File: config.mk
export PLATFORM = sky130hd
export DESIGN_NAME = fifo_rr_scheduler
export DESIGN_NICKNAME = d
export VERILOG_FILES = /design/src/rtl/fifo_rr_scheduler.sv
export SDC_FILE = /design/constraint.sdc
export NUM_CORES = 1
export LEC_CHECK = 0
export ABC_AREA = 1
export CORE_ASPECT_RATIO = 0.9
export CORE_MARGIN = 2
export CORE_UTILIZATION = 33
export DETAILED_ROUTE_END_ITERATION = 8
export PLACE_DENSITY = 0.61
export SLEW_MARGIN = 20
export SYNTH_ARGS = -nofsm -noshare
export SYNTH_HDL_FRONTEND = slang
export SYNTH_SLANG_ARGS = --single-unit
export TNS_END_PERCENT = 10
File: constraint.sdc
create_clock -name rclk -period 4.7 [get_ports rclk]
set_input_delay 0.94 -clock rclk [delete_from_list [all_inputs] [get_ports rclk]]
set_output_delay 0.94 -clock rclk [all_outputs]
set_load 0.02 [all_outputs]
File: src/rtl/fifo_rr_scheduler.sv
// Frame-aware round-robin drain of N ingress FIFOs onto one egress stream.
// Grants one port per frame; a 2-entry skid buffer absorbs read latency.
module fifo_rr_scheduler #(
  parameter int N_PORTS    = 4,
  parameter int DATA_WIDTH = 8,
  parameter int MAX_FRAME  = 1522,
  localparam int PORT_W    = $clog2(N_PORTS)
) (
  input  logic                              rclk,
  input  logic                              rrst_n,
  input  logic [N_PORTS-1:0]                cfg_port_en,
  input  logic [N_PORTS-1:0]                fifo_empty,
  output logic [N_PORTS-1:0]                fifo_rd_en,
  input  logic [N_PORTS*(DATA_WIDTH+1)-1:0] fifo_rd_data,
  output logic                              out_valid,
  input  logic                              out_ready,
  output logic [DATA_WIDTH-1:0]             out_data,
  output logic                              out_last,
  output logic [PORT_W-1:0]                 out_port,
  output logic                              busy,
  output logic                              err_trunc
);

  localparam int W    = DATA_WIDTH + 1;
  localparam int FC_W = $clog2(MAX_FRAME + 1);
  localparam int BW   = W + PORT_W;

  localparam logic [FC_W-1:0]   FC_LIM = FC_W'(MAX_FRAME - 1);
  localparam logic [PORT_W-1:0] LAST_P = PORT_W'(N_PORTS - 1);

  typedef enum logic [1:0] {
    IDLE,
    ARB,
    XFER
  } state_t;

  state_t              state;
  logic [PORT_W-1:0]   rr_ptr;
  logic [PORT_W-1:0]   grant;
  logic [PORT_W-1:0]   arb_idx;
  logic                arb_hit;
  logic                pending;
  logic [FC_W-1:0]     frame_cnt;
  logic [BW-1:0]       mem [2];
  logic                wr_ptr;
  logic                rd_ptr;
  logic [1:0]          buf_cnt;
  logic [N_PORTS-1:0]  elig;
  logic [W-1:0]        cap_word;
  logic                cap_last;
  logic                at_lim;
  logic                stop;
  logic                trunc;
  logic                pop;
  logic                room;
  logic                rd_go;

  assign elig = ~fifo_empty & cfg_port_en;

  // Lowest rotation distance from rr_ptr wins.
  always_comb begin
    arb_hit = 1'b0;
    arb_idx = rr_ptr;
    for (int k = N_PORTS - 1; k >= 0; k--) begin
      if (elig[(int'(rr_ptr) + k) % N_PORTS]) begin
        arb_hit = 1'b1;
        arb_idx = PORT_W'((int'(rr_ptr) + k) % N_PORTS);
      end
    end
  end

  assign cap_word = fifo_rd_data[int'(grant)*W +: W];
  assign cap_last = cap_word[W-1];
  assign at_lim   = frame_cnt == FC_LIM;
  assign stop     = pending & (cap_last | at_lim);
  assign trunc    = pending & ~cap_last & at_lim;

  assign out_valid = buf_cnt != 2'd0;
  assign pop       = out_valid & out_ready;

  // Reserve a slot for the word returning next cycle.
  assign room  = (int'(buf_cnt) + int'(pending) - int'(pop)) < 2;
  assign rd_go = (state == XFER) & ~fifo_empty[grant] & ~stop & room;

  assign fifo_rd_en = rd_go ? (N_PORTS'(1) << grant) : '0;

  assign {out_port, out_last, out_data} = mem[rd_ptr];
  assign busy = (state != IDLE) | out_valid;

  always_ff @(posedge rclk) begin
    if (!rrst_n) begin
      state     <= IDLE;
      rr_ptr    <= '0;
      grant     <= '0;
      pending   <= 1'b0;
      frame_cnt <= '0;
      err_trunc <= 1'b0;
    end else begin
      pending   <= rd_go;
      err_trunc <= trunc;
      unique case (state)
        IDLE: begin
          if (|elig) state <= ARB;
        end
        ARB: begin
          if (arb_hit) begin
            grant <= arb_idx;
            state <= XFER;
          end else begin
            state <= IDLE;
          end
        end
        XFER: begin
          if (stop) begin
            rr_ptr    <= (grant == LAST_P) ? '0 : grant + 1'b1;
            frame_cnt <= '0;
            state     <= ARB;
          end else if (pending) begin
            frame_cnt <= frame_cnt + 1'b1;
          end
        end
        default: state <= IDLE;
      endcase
    end
  end

  // Truncated words are stored with last forced high.
  always_ff @(posedge rclk) begin
    if (!rrst_n) begin
      mem[0]  <= '0;
      mem[1]  <= '0;
      wr_ptr  <= 1'b0;
      rd_ptr  <= 1'b0;
      buf_cnt <= 2'd0;
    end else begin
      if (pending) begin
        mem[wr_ptr] <= {grant, cap_last | at_lim,
                        cap_word[DATA_WIDTH-1:0]};
        wr_ptr      <= ~wr_ptr;
      end
      if (pop) rd_ptr <= ~rd_ptr;
      buf_cnt <= buf_cnt + {1'b0, pending} - {1'b0, pop};
    end
  end

endmodule
==> metrics.log <==
INFO  metric mappedNetlistNets = 389
INFO  metric avgSynthCellArea = 8.09 um2
INFO  metric period_needed = ~4.3 ns
INFO  metric htree_levels = 2
INFO  metric drc = 0
INFO  metric cpMaxStageDelayCell = sky130_fd_sc_hd__fa_1
INFO  metric crit_top_cell = sky130_fd_sc_hd__o21ai_0
INFO  metric timing.reg2reg.setup_slack = around 2.4 ns
INFO  metric p_leak = 1.52 nW
INFO  metric synth.yosys.warnings = 0
INFO  metric timing.critical_path.arrival = 3.32 ns
INFO  metric cpPeakStageDelay = approximately 0.49 ns
INFO  metric grt.total_usage = 0.147
INFO  metric maxCapViolations = 0
INFO  metric clock_tree.root_cell = sky130_fd_sc_hd__clkbuf_8
INFO  metric result_of_the_run = finished, final reports clean
INFO  metric core-area = 0.00799 mm2
INFO  metric finalWeightedCongestion = 0.775
INFO  metric total_wire_length = 6220 um
INFO  metric worst_path_cell_chain = clkdlybuf4s50_1, nand2_1, inv_1, nand2_1, o21ai_0, ha_1, inv_1, fa_1, o21ai_0, o21ai_0, nand4_2, nor2_1, dlymetal6s2s_1
INFO  metric clk-insertion-delay-late = 0.30 ns
INFO  metric dr.first_iter.drc_count = 119
INFO  metric post_cts_buffers = 0
INFO  metric clock-sinks = 46
INFO  metric fp.dieArea = 0.00888 mm2
INFO  metric setup_violations = 0
INFO  metric detail-route-antenna-nets = 0
INFO  metric synth_area_leader_cell = sky130_fd_sc_hd__edfxtp_1
INFO  metric synth_cells = 332
INFO  metric critPathMaxFanout = 5
INFO  metric startpoint_of_the_worst_hold_path = rd_ptr$_SDFFE_PN0P_
INFO  metric worst_min_delay_path_class = reg -> reg
INFO  metric worst_ir_drop_vdd = 157 uV
INFO  metric cts_inserted_buffers = 5
INFO  metric hold_viol_final = 0
INFO  metric timing.setup.critical_path_class = in -> out
INFO  metric initial_utilization = 0.336
INFO  metric synth_most_common_cell = sky130_fd_sc_hd__nand2_1
INFO  metric yosys_register_bits = 46
INFO  metric layout-drive-gt1-share = 0.114
INFO  metric place_inst = 485
INFO  metric worst_slew_pin_slew = 0.671 ns
INFO  metric synth_enable_flop_cells = 22
INFO  metric most_used_flip_flop_cell_after_synthesis = sky130_fd_sc_hd__dfxtp_1
INFO  metric synth.area.top_cells = sky130_fd_sc_hd__edfxtp_1, sky130_fd_sc_hd__dfxtp_1, sky130_fd_sc_hd__nand2_1
INFO  metric place.detailed.hpwl = 4590 um
INFO  metric clock-skew-final = 0.0108 ns
INFO  metric cts-root-to-sink-buffers = 2
INFO  metric fp.dieW = 99.1 um
INFO  metric boundaryPins = 65
INFO  metric first_global_vias = 2208
INFO  metric r2r_startpoint = buf_cnt[1]$_SDFF_PN0_
INFO  metric worst_slew_margin_rel = 0.552
INFO  metric commonest_cells_in_the_synthesized_netlist = sky130_fd_sc_hd__nand2_1, sky130_fd_sc_hd__nor2_1, sky130_fd_sc_hd__inv_1, sky130_fd_sc_hd__dfxtp_1, sky130_fd_sc_hd__edfxtp_1
INFO  metric p_total = 992 uW
INFO  metric crit_path_start_kind = input pin
INFO  metric instances_no_fill = a little under 500
INFO  metric overflow = 0
INFO  metric drt-pass1-iter-count = 4
INFO  metric die_y = 89.6 um
INFO  metric seq_area_frac_synth = 0.425
INFO  metric syn_area = 0.00269 mm2
INFO  metric initial_antenna_violation_count = 0
INFO  metric io_buffers = 64
INFO  metric grt_first_pass_wirelength = about 10000 um
INFO  metric power_density = 281 mW/mm2
INFO  metric timing.critical_path.required = ~3.8 ns
INFO  metric synth.lib_cells_used.distinct = 35
INFO  metric std_cell_rows = 31
INFO  metric tritoncts_clock_tree = done
INFO  metric fmax = 235 MHz
INFO  metric critPathLaunch = out_ready
INFO  metric layout.core_utilization = 0.442
INFO  metric fillers = 817
INFO  metric synth_top_area_frac = 0.246
INFO  metric cts.clk_slew.worst_paths = 0.09 ns
INFO  metric min_period_over_period = 0.906
INFO  metric via_to_cell_ratio = 4.74
INFO  metric avgRoutedWirePerCell = 12.6 um
INFO  metric finalSetupTns = 0 ns
INFO  metric syn_to_final_growth = 31.6%
INFO  metric synth_async_sr_flop_share = 0
INFO  metric antenna-diode-count = 0
INFO  metric maximum_number_of_pins_on_one_net_before_global_route_repair = 26
INFO  metric worstSetupEndpointType = primary output
INFO  metric rsz0062_at_grt = false
INFO  metric routed-via-count = 2335
INFO  metric count_of_pins_over_their_slew_limit = 0
INFO  metric finalNetCount = 450
cells by family after synthesis:
group	Yosys count	share of synthesized area
AND/OR/NAND/NOR	164	0.286
buffers and inverters	53	0.0773
flip-flops	46	0.425
AO/OA/AOI/OAI	43	0.100
multiplexers	11	0.0461
adder cells (fa/ha/maj)	10	0.0494
XOR/XNOR	5	0.0163
cells in the final DEF, fill, tap and decap left out, types with 2 or more instances in the layout:
cell,synthesis,final
sky130_fd_sc_hd__xnor2_1,2,2
sky130_fd_sc_hd__nor3b_1,2,2
sky130_fd_sc_hd__nand2_2,5,5
sky130_fd_sc_hd__inv_2,4,4
sky130_fd_sc_hd__inv_1,37,37
sky130_fd_sc_hd__o21ai_0,11,11
sky130_fd_sc_hd__nand3_1,19,19
sky130_fd_sc_hd__clkbuf_8,0,5
sky130_fd_sc_hd__nor3_1,4,4
sky130_fd_sc_hd__mux2_2,11,11
sky130_fd_sc_hd__a32o_1,8,8
sky130_fd_sc_hd__dlymetal6s2s_1,0,4
sky130_fd_sc_hd__nor3b_2,2,2
sky130_fd_sc_hd__nand2_1,76,76
sky130_fd_sc_hd__xor2_1,3,3
sky130_fd_sc_hd__nand2_4,2,2
sky130_fd_sc_hd__ha_1,9,9
sky130_fd_sc_hd__nor2_1,42,42
sky130_fd_sc_hd__nand4_1,2,2
sky130_fd_sc_hd__a21oi_1,20,20
sky130_fd_sc_hd__or2_2,2,2
sky130_fd_sc_hd__nor2_4,4,4
sky130_fd_sc_hd__buf_4,1,2
sky130_fd_sc_hd__dfxtp_1,24,24
sky130_fd_sc_hd__clkdlybuf4s50_1,0,60
sky130_fd_sc_hd__edfxtp_1,22,22
power by group:
part	switching, mW	internal (mW)
Combinational	0.129	0.114
Clock	0.140	0.160
Sequential	0.0141	0.436
sequential cells by signal, summed over array words and instances (netlist names), named ones only:
register	flops
wr_ptr	1
grant	2
pending	1
rd_ptr	1
rr_ptr	2
state	2
err_trunc	1
mem	22
frame_cnt	11
buf_cnt	2
area by class of cell:
class | instances | area [um2] | share of cell area
well taps | 99 | 124 | 0.0351
repair buffers | 66 | 666 | 0.188
flip-flops and latches | 46 | 1140 | 0.323
multi-input cells | 233 | 1340 | 0.378
clock buffers | 5 | 68.8 | 0.0195
clock inverters | 3 | 43.8 | 0.0124
inverters | 41 | 154 | 0.0436
layer usage:
metal | vias up | routed length, um | share of wire | GRT usage
met4 | 0 | 29 | 0.0047 | 0.0336
met3 | 2 | 327 | 0.053 | 0.0302
met1 | 1069 | 3050 | 0.49 | 0.189
met2 | 52 | 2810 | 0.45 | 0.258
met5 | - | 0 | 0 | 0
li1 | 1212 | - | - | -
critical path, delay by kind of cell:
| kind | cells | cell delay, ns |
|---|---|---|
| buf+inv | 4 | 0.83 |
| fa+ha+maj | 2 | 0.68 |
| simple gates | 4 | 0.48 |
| compound gates | 3 | 0.39 |
per-stage QoR:
step                cell area, um2  hold WS [ns]  setup WS, ns
CTS                           3520         0.454        0.0516
floorplan                     2690         0.423          1.14
global route                  3530         0.477         0.272
finish                        3530         0.449         0.440
detailed placement            3410         0.439        0.0685
global placement              3410         0.433         0.136
timing repair:
item / CTS / global route
hold endpoints to repair: 0 / 0
setup endpoints to repair: 0 / 4
hold buffers: 0 / 0
resized for setup: 0 / 4
final timing paths:
check | end | cells past startpoint
min | flip-flop | 1
max reg2reg | pending$_SDFF_PN0_ | 13
min reg2reg | flip-flop | 1
max | fifo_rd_en[2] | 13
No activity file was read; power rests on OpenSTA's default activity.
